$ cat src/rtl/bitsync_lock_ctrl.sv
// Purpose : lock/phase controller for the bit-sync datapath; classifies data edges
//           against the recovered sync clock, issues DPLL advance/retard commands and
//           runs the IDLE/ACQUIRE/LOCKED state machine.
// Latency : inputs pass a 3-flop synchroniser; outputs are registered and appear three
//           clk_i edges after an input transition (two sync stages, one output stage).
// Backpressure: none; the DPLL must accept every single-cycle adv/ret pulse.
//
// Ports
//   clk_i        system clock (200 MHz PLL domain)
//   rst_n_i      asynchronous active-low reset
//   en_i         controller enable; low forces IDLE and suppresses pulses
//   sig_in_i     asynchronous data stream (Manchester or M-sequence)
//   sync_clk_i   asynchronous recovered bit clock from the DPLL
//   adv_pulse_o  one-cycle request to advance DPLL phase (data edge arrived early)
//   ret_pulse_o  one-cycle request to retard DPLL phase (data edge arrived late)
//   locked_o     high while in LOCKED
//   lost_lock_o  one-cycle pulse on the LOCKED -> ACQUIRE transition
//   state_o      00 IDLE, 01 ACQUIRE, 10 LOCKED
module bitsync_lock_ctrl #(
   parameter int CNT_W    = 8,
   parameter int HALF_PER = 100,
   parameter int DEADBAND = 4,
   parameter int LOCK_N   = 16,
   parameter int UNLOCK_N = 4,
   parameter int TIMEOUT  = 64
) (
   input  logic       clk_i,
   input  logic       rst_n_i,
   input  logic       en_i,
   input  logic       sig_in_i,
   input  logic       sync_clk_i,
   output logic       adv_pulse_o,
   output logic       ret_pulse_o,
   output logic       locked_o,
   output logic       lost_lock_o,
   output logic [1:0] state_o
);

   typedef enum logic [1:0] {
      ST_IDLE   = 2'b00,
      ST_ACQ    = 2'b01,
      ST_LOCKED = 2'b10
   } state_t;

   localparam logic [CNT_W-1:0] CNT_MAX    = '1;
   localparam logic [CNT_W-1:0] WIN_LO     = CNT_W'(DEADBAND);
   localparam logic [CNT_W-1:0] WIN_HI     = CNT_W'(2*HALF_PER - DEADBAND);
   localparam logic [CNT_W-1:0] HALF       = CNT_W'(HALF_PER);
   localparam logic [CNT_W-1:0] LOCK_THR   = CNT_W'(LOCK_N);
   localparam logic [CNT_W-1:0] UNLOCK_THR = CNT_W'(UNLOCK_N);
   localparam logic [CNT_W-1:0] TMO_THR    = CNT_W'(TIMEOUT);

   function automatic logic [CNT_W-1:0] sat_inc(input logic [CNT_W-1:0] v);
      return (v == CNT_MAX) ? v : v + CNT_W'(1);
   endfunction

   // Synchronisers: bit 0 = stage 1, bit 1 = stage 2, bit 2 = stage 3.
   logic [2:0] sig_sync_q, clk_sync_q;

   logic [CNT_W-1:0] phase_cnt_q, phase_cnt_d;
   logic [CNT_W-1:0] good_cnt_q, good_cnt_d;
   logic [CNT_W-1:0] bad_cnt_q, bad_cnt_d;
   logic [CNT_W-1:0] idle_cnt_q, idle_cnt_d;
   state_t           state_q, state_d;
   logic             corr_done_q, corr_done_d;
   logic             adv_q, adv_d;
   logic             ret_q, ret_d;
   logic             lost_q, lost_d;

   logic             data_edge, clk_rise;
   logic             in_win, is_late, active, corr_req;
   logic [CNT_W-1:0] good_inc, bad_inc;

   assign data_edge = sig_sync_q[1] ^ sig_sync_q[2];
   assign clk_rise  = clk_sync_q[1] & ~clk_sync_q[2];

   // phase_cnt still holds last period's count in the clk_rise cycle, so a
   // coincident data edge is forced in-window (phase treated as 0).
   assign in_win  = clk_rise | (phase_cnt_q <= WIN_LO) | (phase_cnt_q >= WIN_HI);
   assign is_late = (phase_cnt_q < HALF);
   assign active  = en_i & (state_q != ST_IDLE);
   // At most one correction per sync_clk period; later bad edges still count.
   assign corr_req = data_edge & ~in_win & active & ~corr_done_q;

   assign good_inc = sat_inc(good_cnt_q);
   assign bad_inc  = sat_inc(bad_cnt_q);

   assign phase_cnt_d = clk_rise ? '0 : sat_inc(phase_cnt_q);

   always_comb begin
      state_d     = state_q;
      good_cnt_d  = good_cnt_q;
      bad_cnt_d   = bad_cnt_q;
      idle_cnt_d  = idle_cnt_q;
      lost_d      = 1'b0;
      adv_d       = corr_req & ~is_late;
      ret_d       = corr_req & is_late;
      corr_done_d = clk_rise ? 1'b0 : (corr_done_q | corr_req);

      if (data_edge) begin
         idle_cnt_d = '0;
      end else if (clk_rise) begin
         idle_cnt_d = sat_inc(idle_cnt_q);
      end

      unique case (state_q)
         ST_IDLE: begin
            good_cnt_d  = '0;
            bad_cnt_d   = '0;
            idle_cnt_d  = '0;
            corr_done_d = 1'b0;
            if (en_i) begin
               state_d = ST_ACQ;
            end
         end
         ST_ACQ: begin
            if (data_edge) begin
               if (in_win) begin
                  good_cnt_d = good_inc;
                  if (good_inc >= LOCK_THR) begin
                     state_d   = ST_LOCKED;
                     bad_cnt_d = '0;
                  end
               end else begin
                  good_cnt_d = '0;
               end
            end
         end
         ST_LOCKED: begin
            if (data_edge) begin
               bad_cnt_d = in_win ? '0 : bad_inc;
            end
            if ((bad_cnt_d >= UNLOCK_THR) || (idle_cnt_d >= TMO_THR)) begin
               state_d    = ST_ACQ;
               lost_d     = 1'b1;
               good_cnt_d = '0;
               bad_cnt_d  = '0;
            end
         end
         default: begin
            state_d = ST_IDLE;
         end
      endcase

      // Disable overrides everything, including a coincident loss of lock.
      if (!en_i) begin
         state_d = ST_IDLE;
         lost_d  = 1'b0;
      end
   end

   always_ff @(posedge clk_i or negedge rst_n_i) begin
      if (!rst_n_i) begin
         sig_sync_q  <= '0;
         clk_sync_q  <= '0;
         phase_cnt_q <= '0;
         good_cnt_q  <= '0;
         bad_cnt_q   <= '0;
         idle_cnt_q  <= '0;
         state_q     <= ST_IDLE;
         corr_done_q <= 1'b0;
         adv_q       <= 1'b0;
         ret_q       <= 1'b0;
         lost_q      <= 1'b0;
      end else begin
         sig_sync_q  <= {sig_sync_q[1:0], sig_in_i};
         clk_sync_q  <= {clk_sync_q[1:0], sync_clk_i};
         phase_cnt_q <= phase_cnt_d;
         good_cnt_q  <= good_cnt_d;
         bad_cnt_q   <= bad_cnt_d;
         idle_cnt_q  <= idle_cnt_d;
         state_q     <= state_d;
         corr_done_q <= corr_done_d;
         adv_q       <= adv_d;
         ret_q       <= ret_d;
         lost_q      <= lost_d;
      end
   end

   assign adv_pulse_o = adv_q;
   assign ret_pulse_o = ret_q;
   assign lost_lock_o = lost_q;
   assign locked_o    = (state_q == ST_LOCKED);
   assign state_o     = state_q;

endmodule

$ cat config.mk
export PLATFORM = sky130hd
export DESIGN_NAME = bitsync_lock_ctrl
export DESIGN_NICKNAME = d
export VERILOG_FILES = /design/src/rtl/bitsync_lock_ctrl.sv
export SDC_FILE = /design/constraint.sdc
export NUM_CORES = 1
export LEC_CHECK = 0
export ABC_AREA = 1
export BUFFER_PORTS_ARGS = -buffer_cell sky130_fd_sc_hd__buf_2
export CAP_MARGIN = 20
export CORE_ASPECT_RATIO = 1.25
export CORE_MARGIN = 8
export CORE_UTILIZATION = 55
export CTS_CLUSTER_SIZE = 28
export DETAILED_ROUTE_END_ITERATION = 10
export GPL_TIMING_DRIVEN = 1
export PLACE_DENSITY = 0.75
export SLEW_MARGIN = 20
export SYNTH_ARGS = -nofsm -noshare
export SYNTH_HDL_FRONTEND = slang
export SYNTH_SLANG_ARGS = --single-unit
$ cat constraint.sdc
create_clock -name clk_i -period 1.7 [get_ports clk_i]
set_input_delay 0.085 -clock clk_i [delete_from_list [all_inputs] [get_ports clk_i]]
set_output_delay 0.085 -clock clk_i [all_outputs]
set_load 0.02 [all_outputs]
==> results of run 1 <==
area by class of cell:
| class | count | area, um2 | share of cell area |
|---|---|---|---|
| clock inverters | 1 | 5.00 | 0.00151 |
| inverters | 42 | 158 | 0.0475 |
| flip-flops and latches | 44 | 1100 | 0.332 |
| clock buffers | 6 | 72.6 | 0.0219 |
| repair buffers | 74 | 562 | 0.169 |
| multi-input cells | 241 | 1350 | 0.406 |
| well taps | 58 | 72.6 | 0.0219 |
worst max-delay path by stage:
stage / end / cells past startpoint / startpoint / slack, ns
2_1_floorplan: good_cnt_q[0]$_DFFE_PN0P_ / 11 / clk_sync_q[2]$_DFF_PN0_ / -0.07
3_3_place_gp: bad_cnt_q[7]$_DFFE_PN0P_ / 10 / good_cnt_q[0]$_DFFE_PN0P_ / -0.20
3_5_place_dp: bad_cnt_q[5]$_DFFE_PN0P_ / 10 / good_cnt_q[0]$_DFFE_PN0P_ / -0.24
4_1_cts: good_cnt_q[7]$_DFFE_PN0P_ / 16 / phase_cnt_q[0]$_DFFE_PN0P_ / -0.16
5_1_grt: good_cnt_q[0]$_DFFE_PN0P_ / 15 / bad_cnt_q[0]$_DFFE_PN0P_ / -0.31
6_report: bad_cnt_q[5]$_DFFE_PN0P_ / 11 / good_cnt_q[0]$_DFFE_PN0P_ / -0.16
layer usage:
| layer | vias to the layer above | wire [um] |
|---|---|---|
| li1 | 1212 | - |
| met1 | 1152 | 2440 |
| met2 | 61 | 3300 |
| met3 | 20 | 238 |
| met4 | 0 | 206 |
| met5 | - | 0 |
cell usage in the layout (no fill, tap or decap), drive strengths merged:
cell type	count
a211oi	4
buf	71
dlygate4sd3	3
clkinv	1
nand2	92
nor3	4
a21boi	1
or2	2
nand3b	1
o21ai	15
nor3b	1
nand4	7
or3	1
clkbuf	6
dfrtp	44
o211ai	2
nor2	52
nand3	35
a21oi	7
xor2	8
ha	5
a31oi	3
xnor2	1
inv	42
state kept, by name, summed over array words and instances, names as in the netlist:
signal and flops:
adv_pulse_o 1, bad_cnt_q 8, clk_sync_q 3, corr_done_q 1
good_cnt_q 8, idle_cnt_q 8, lost_lock_o 1, phase_cnt_q 8
ret_pulse_o 1, sig_sync_q 3, state_o 2
power by group through the flow:
stage | Clock [mW] | Combinational (mW) | Sequential, mW
global route | 0.671 | 1.13 | 1.25
CTS | 0.629 | 0.957 | 1.23
finish | 0.616 | 1.02 | 1.24
detailed placement | 0 | 0.849 | 1.25
floorplan | 0 | 0.494 | 1.26
global placement | 0 | 0.831 | 1.25
critical path, delay by kind of cell, from the launching register on:
kind                       cells  cell delay (ns)
buffers and inverters          2             0.20
and+or+nand+nor                8             0.97
DFF                            1             0.40
adders and majority gates      1             0.20
metrics by stage:
step / setup TNS (ns) / std cells / hold WS (ns) / power, mW / utilization
finish: -2.50 / 466 / 0.0971 / 2.88 / 0.761
global route: -5.03 / 466 / 0.101 / 3.06 / 0.761
CTS: -2.04 / 463 / 0.0838 / 2.82 / 0.736
detailed placement: -3.28 / 447 / 0.0821 / 2.10 / 0.682
global placement: -2.30 / 447 / 0.0802 / 2.08 / 0.682
floorplan: -0.607 / 332 / -0.211 / 1.75 / -
cells by family (layout without fill, tap and decap cells):
kind of cell,Yosys count,count (layout),share of synthesized area
flops,44,44,0.444
xor+xnor,9,9,0.0318
buf+inv,47,123,0.0822
fa+ha+maj,5,5,0.0252
compound gates,32,32,0.0807
simple gates,195,195,0.336
repair_timing:
item,in CTS,in global routing
endpoints found under the hold margin,23,0
hold buffers,3,0
setup endpoints to repair,18,25
buffers inserted,6,3
resized for setup,26,26
pin swaps,9,19
==> impl_results.rst, run 1 <==
.. list-table::
   :header-rows: 1

   * - Metric
     - Value
   * - Element type at the critical path end
     - flop
   * - Number of global-route vias before repair
     - 2399
   * - Initial Util
     - 0.569
   * - Y dimension of the die
     - about 90 um
   * - Global Route Usage Sum
     - 0.176
   * - Maximum fanout along the worst path
     - 6
   * - Number of antenna violations at the first check in global routing
     - 0
   * - Source of the worst register-to-register timing path
     - good_cnt_q[0]$_DFFE_PN0P_
   * - Slew @ Worst Pin
     - ~0.51 ns
   * - Share of post-route cells with drive strength above 1
     - 0.326
   * - Cell with the largest stage delay on the worst path
     - dfrtp_1
   * - Clock power frac
     - 0.214
   * - Overflow left after global routing
     - 0
   * - Root Driver
     - clkbuf_8
   * - Most area-consuming cells after synthesis
     - dfrtp_1, nand2_1, nor2_1
   * - Average detailed-routed wire length per instance
     - 13.3 um
   * - Antenna Violating Nets Remaining
     - 0
   * - Slowest stage delay, CP
     - 0.40 ns
   * - Sequential fraction of the synthesis area
     - 0.444
   * - Cell leakage power
     - between 1.5 and 2 nW
   * - Sequential cell fraction of total power
     - 0.431
   * - Worst Path Required
     - ~1.9 ns
   * - Final Wtd Congestion
     - approximately 0.84
   * - Worst min-delay path category
     - input pin to flop
   * - Final setup violation count
     - 19
   * - Worst slack after detailed placement
     - -0.238 ns
   * - Sw power
     - 1.03 mW
   * - Die Wd
     - 76.1 um
   * - Detailed-routing iteration count for the pre-antenna-repair pass
     - 4
   * - Number of synthesized register bits
     - 44
   * - Share of the cycle needed by the critical path after routing
     - 1.10
   * - Pins Over Slew Limit
     - 0
   * - Worst-case vdd ir drop
     - between 400 and 500 uV
   * - Final worst path period need
     - approximately 1.9 ns
   * - Normalized max-slew margin
     - 0.661
   * - Row count
     - 27
   * - PortBufs
     - 10
   * - Worst Slack Setup Final
     - -0.162 ns
   * - Clock H-tree levels
     - 2
   * - Fillers
     - between 300 and 400
   * - Number of cells on the worst reg-to-reg path
     - 11
   * - Most crowded layer after global routing
     - met2
   * - Number of buffers added by the clock tree synthesis step
     - 5
   * - Maximum clock rate
     - between 500 and 600 MHz
   * - Largest net degree at the start of global routing
     - 24
   * - Met3 layer usage reported by global route
     - 0.0414
   * - Hold-critical path depth
     - 3
   * - Yosys top cell by area
     - dfrtp_1
   * - Number of vias per cell
     - around 5.2
   * - Critical register-to-register path endpoint
     - bad_cnt_q[5]$_DFFE_PN0P_
   * - Hold path start
     - en_i
   * - Final number of hold-violating endpoints
     - 0
   * - TritonCTS clock tree
     - yes
   * - Clock-pin slew on the worst setup and hold paths
     - around 0.080 ns
   * - Drt total wl
     - 6.18 mm
   * - Dominant register cell in the synthesized netlist
     - dfrtp_1
   * - Logic pwr share
     - 0.355
   * - Post-synthesis instance total
     - roughly 330
   * - Category of the most critical setup path
     - flop to flop
   * - Critical-path cell list
     - ha_2, nand2_2, inv_2, nand4_1, buf_4, nand3_2, nor2_2, nand3_2, nand4_1, nand2_2, nor2_1
   * - Area delta synth->final
     - 33.7%
   * - Routing usage on met2
     - 0.316
   * - Arrival time reported for the critical path endpoint
     - around 2.1 ns
   * - Wire length of the first global-routing pass
     - approximately 10 mm
   * - Max_cap viols
     - 0
   * - RSZ-0062 raised after global routing
     - yes
   * - Initial DRC count
     - around 110
   * - Startpoint type of the worst setup path
     - flop
   * - Fraction of registers with async set or reset after synthesis
     - 1.00
   * - R2R setup slack
     - -0.16 ns
   * - Mean Syn Cell Area
     - 7.47 um2
   * - Yosys synthesis warning count
     - 0
   * - Final net count
     - between 400 and 500
   * - Most instantiated library cell after synthesis
     - nand2_1
   * - Clock Latency Late Sink
     - about 0.3 ns
   * - Die ar.
     - 6930 um2
   * - Worst-case clock skew
     - 0.00603 ns
   * - Post-route DRC violation count
     - 0
   * - Number of distinct library cells after synthesis
     - 31
   * - Count of boundary I/O pins
     - 11
   * - Internal power of the cells
     - between 1.5 and 2 mW
   * - Maximum buffer depth of the clock tree
     - 2
   * - Number of clock sinks
     - 44
   * - CORE AREA
     - ~4400 um2
   * - Power density over cell area
     - roughly 870 nW/um2
   * - Fraction of power spent switching nets
     - 0.358
   * - Synthesized net count
     - roughly 340
   * - Top post-synthesis cells by count
     - nand2_1, nor2_1, dfrtp_1
   * - Placed cell area
     - a little under 3000 um2
   * - Finished layout cell area
     - 3320 um2
   * - Yosys top cell area share
     - 0.444
   * - Post-synth EDFFs
     - 0
   * - Vias after detailed routing
     - 2445
   * - GRT met1 Usage
     - 0.188
   * - Sum of net half-perimeters after detailed placement
     - ~4.2 mm
   * - Run status
     - finished, violations left
   * - Antenna diode count
     - 0
   * - Mapped Area
     - 2480 um2
   * - Hold EP
     - state_o[1]$_DFFE_PN0P_
   * - Failing checks
     - setup timing
(Power assumes the default switching activity.)
==> inputs of run 2 (changes only) <==
--- a/config.mk
+++ b/config.mk
@@ -5,7 +5,6 @@
 export SDC_FILE = /design/constraint.sdc
 export NUM_CORES = 1
 export LEC_CHECK = 0
-export ABC_AREA = 1
 export BUFFER_PORTS_ARGS = -buffer_cell sky130_fd_sc_hd__buf_2
 export CAP_MARGIN = 20
 export CORE_ASPECT_RATIO = 1.25
@@ -15,7 +14,6 @@
 export DETAILED_ROUTE_END_ITERATION = 10
 export GPL_TIMING_DRIVEN = 1
 export PLACE_DENSITY = 0.75
-export SLEW_MARGIN = 20
 export SYNTH_ARGS = -nofsm -noshare
 export SYNTH_HDL_FRONTEND = slang
 export SYNTH_SLANG_ARGS = --single-unit
==> impl_results.rst, run 2 <==
.. list-table::
   :header-rows: 1

   * - Metric
     - Value
   * - Total power after layout
     - 2.80 mW (-2.9%)
   * - Initial Util
     - 0.566 (-0.00318)
   * - Largest net degree at the start of global routing
     - 22 (-8.3%)
   * - Element type at the critical path end
     - flop
   * - Power density over cell area
     - 846 nW/um2 (-2.5%)
   * - Number of distinct library cells after synthesis
     - 52 (+68%)
   * - Cell Count Post-Placement
     - 357 (-20%)
   * - Final setup violation count
     - 22 (+3)
   * - Cell leakage power
     - 1.58 nW (-4.9%)
   * - Yosys top cell area share
     - 0.478 (+0.0345)
   * - Number of clock sinks
     - 44 (unchanged)
   * - Share of post-route cells with drive strength above 1
     - 0.441 (+0.115)
   * - Post-route DRC violation count
     - 0 (unchanged)
   * - Overflow left after global routing
     - 0 (unchanged)
   * - R2R setup slack
     - -0.46 ns (-0.30 ns)
   * - Worst-case clock skew
     - 0.0159 ns (+0.00983 ns)
   * - TritonCTS clock tree
     - yes
   * - Most area-consuming cells after synthesis
     - dfrtp_1, nor2_1, xor2_1
   * - Pins Over Slew Limit
     - 0 (unchanged)
   * - Mapped Area
     - 2300 um2 (-7.2%)
   * - Yosys top cell by area
     - dfrtp_1
   * - Final Wtd Congestion
     - 0.883 (+5.0%)
   * - Sum of net half-perimeters after detailed placement
     - 4.08 mm (-2.7%)
   * - Antenna diode count
     - 0 (unchanged)
   * - Post-synthesis instance total
     - 230 (-31%)
   * - Detailed-routing iteration count for the pre-antenna-repair pass
     - 4 (unchanged)
   * - Critical register-to-register path endpoint
     - good_cnt_q[1]$_DFFE_PN0P_
   * - Final number of hold-violating endpoints
     - 0 (unchanged)
   * - Source of the worst register-to-register timing path
     - phase_cnt_q[1]$_DFFE_PN0P_
   * - Vias after detailed routing
     - 2141 (-12%)
   * - Normalized max-slew margin
     - 0.606 (-0.0551)
   * - Post-synth EDFFs
     - 0 (unchanged)
   * - Slew @ Worst Pin
     - 0.588 ns (+0.0787 ns)
   * - Number of vias per cell
     - 5.69 (+8.5%)
   * - Hold path start
     - en_i
   * - Hold EP
     - lost_lock_o$_DFF_PN0_
   * - Worst Slack Setup Final
     - -0.462 ns (-0.301 ns)
   * - Initial DRC count
     - 163 (+47%)
   * - Maximum buffer depth of the clock tree
     - 2 (unchanged)
   * - Clock Latency Late Sink
     - 0.31 ns (about the same)
   * - Final net count
     - 329 (-21%)
   * - CORE AREA
     - 4070 um2 (-6.7%)
   * - Number of non-filler instances in the completed layout
     - 376 (-19%)
   * - Maximum fanout along the worst path
     - 5 (-1)
   * - Commonest non-fill, non-tap cell in the layout
     - buf_4
   * - Mean Syn Cell Area
     - 10.0 um2 (+34%)
   * - Antenna Violating Nets Remaining
     - 0 (unchanged)
   * - Hold-critical path depth
     - 3 (unchanged)
   * - Worst-case vdd ir drop
     - 566 uV (+33%)
   * - Die ar.
     - 6520 um2 (-5.8%)
   * - PortBufs
     - 10 (unchanged)
   * - Sequential fraction of the synthesis area
     - 0.478 (+0.0345)
   * - Most instantiated library cell after synthesis
     - dfrtp_1
   * - Y dimension of the die
     - 88.3 um (-3.0%)
   * - Worst Path Required
     - 1.89 ns (-0.04 ns)
   * - Average detailed-routed wire length per instance
     - 16.7 um (+26%)
   * - Worst slack after detailed placement
     - -0.398 ns (-0.160 ns)
   * - Die Wd
     - 73.9 um (-2.9%)
   * - Share of the cycle needed by the critical path after routing
     - 1.27 (+0.177)
   * - Arrival time reported for the critical path endpoint
     - 2.35 ns (+0.26 ns)
   * - Max_cap viols
     - 0 (unchanged)
   * - Highest-count cells in the layout ignoring fill and taps
     - buf_4, dfrtp_1, nor2_1
   * - Number of global-route vias before repair
     - 2295 (-4.3%)
   * - Finished layout cell area
     - 3300 um2 (-0.41%)
   * - Worst min-delay path category
     - input pin to flop
   * - Clock H-tree levels
     - 2 (unchanged)
   * - Global Route Usage Sum
     - 0.200 (+0.0238)
   * - Wire length of the first global-routing pass
     - 10.1 mm (-1.0%)
   * - Number of cells on the worst reg-to-reg path
     - 9 (-2)
   * - Top post-synthesis cells by count
     - dfrtp_1, nor2_1, nand2_1
   * - Synthesized net count
     - 240 (-30%)
   * - Count of boundary I/O pins
     - 11 (unchanged)
   * - RSZ-0062 raised after global routing
     - yes
   * - Drt total wl
     - 6.27 mm (+1.4%)
   * - Run status
     - finished, violations left
   * - Failing checks
     - setup timing
   * - Fraction of registers with async set or reset after synthesis
     - 1.00 (unchanged)
   * - Root Driver
     - clkbuf_8
   * - Yosys synthesis warning count
     - 0 (unchanged)
   * - Dominant register cell in the synthesized netlist
     - dfrtp_1
   * - Placed cell area
     - 2920 um2 (-1.6%)
   * - Number of buffers added by the clock tree synthesis step
     - 5 (unchanged)
   * - Row count
     - 26 (-3.7%)
   * - Area delta synth->final
     - 43.5%
   * - Number of synthesized register bits
     - 44 (unchanged)
   * - Maximum clock rate
     - 462 MHz (-14%)
   * - Startpoint type of the worst setup path
     - flop
   * - Clock-pin slew on the worst setup and hold paths
     - 0.09 ns (about the same)
   * - Worst hold slack
     - 0.0496 ns (-0.0475 ns)
   * - Final worst path period need
     - 2.16 ns (+0.301 ns)
   * - Number of antenna violations at the first check in global routing
     - 0 (unchanged)
   * - Category of the most critical setup path
     - flop to flop
-- run 2: changes by cell type in the layout (fill, tap and decap cells not counted), moves of 6 or more --
cell / delta
and3_1: +6
nand2_2: -12
buf_4: +15
nand3_2: -12
and2_4: +7
inv_2: -7
o21ai_0: -8
nor2_1: -20
inv_1: -30
nand3_1: -15
nand2_1: -65
-- run 2: metal layers --
layer  track usage  routed length [um]  vias up
li1              -                   -     1014
met1         0.204                2470     1038
met2         0.363                3330       61
met3        0.0510                 237       28
met4         0.106                 232        0
met5             0                   0        -
-- run 2: repair_timing --
item,CTS,global route
hold endpoints to repair,21,0
pin swaps,15,15
resized for setup,24,22
buffers inserted,7,5
hold buffers,3,0
endpoints found under the setup margin,22,29
-- run 2: worst max-delay path by stage --
stage | from | end | slack, ns | cells after the start
2_1_floorplan | phase_cnt_q[2]$_DFFE_PN0P_ | good_cnt_q[4]$_DFFE_PN0P_ | -0.31 | 7
3_3_place_gp | phase_cnt_q[1]$_DFFE_PN0P_ | good_cnt_q[4]$_DFFE_PN0P_ | -0.35 | 9
3_5_place_dp | idle_cnt_q[0]$_DFF_PN0_ | bad_cnt_q[0]$_DFFE_PN0P_ | -0.40 | 8
4_1_cts | phase_cnt_q[0]$_DFFE_PN0P_ | good_cnt_q[4]$_DFFE_PN0P_ | -0.37 | 9
5_1_grt | phase_cnt_q[1]$_DFFE_PN0P_ | good_cnt_q[1]$_DFFE_PN0P_ | -0.56 | 9
6_report | phase_cnt_q[1]$_DFFE_PN0P_ | good_cnt_q[1]$_DFFE_PN0P_ | -0.46 | 9
-- run 2: report_power, final --
part           total (mW)  switching (mW)  leakage (nW)  internal (mW)
Sequential           1.17          0.0524         0.591           1.12
Combinational       0.833           0.397         0.931          0.436
Clock               0.793           0.357        0.0552          0.436
-- run 2: cells by family (layout without fill, tap and decap cells) --
logic type | after synthesis | after routing | synth area share
buffers and inverters | 12 | 102 | 0.0217
flip-flops | 44 | 44 | 0.478
multiplexers | 4 | 4 | 0.0174
XOR/XNOR | 12 | 12 | 0.0457
AO/OA/AOI/OAI | 53 | 53 | 0.181
adder cells (fa/ha/maj) | 5 | 5 | 0.0272
AND/OR/NAND/NOR | 100 | 100 | 0.229
-- run 2: area by class of cell --
| class | instances | area [um2] |
|---|---|---|
| Sequential cell | 44 | 1100 |
| Multi-Input combinational cell | 174 | 1340 |
| Inverter | 5 | 18.8 |
| Tap cell | 56 | 70.1 |
| Fill cell | 238 | 763 |
| Clock buffer | 6 | 72.6 |
| Timing Repair Buffer | 89 | 666 |
| Clock inverter | 2 | 35.0 |
-- run 2: worst max-delay path, cell delays in order (launching register included) --
cell     delay (ns)
dfrtp_1        0.39
inv_2          0.05
ha_2           0.15
or2b_1         0.25
a31oi_4        0.16
nand2_2        0.09
a221o_2        0.36
a41oi_4        0.27
o22ai_1        0.12
a22o_1         0.19
-- run 2: stage by stage --
stage | TNS [ns] | utilization
floorplan | -4.08 | -
global placement | -5.38 | 0.719
detailed placement | -6.19 | 0.719
CTS | -6.03 | 0.784
global route | -9.49 | 0.812
finish | -7.78 | 0.812
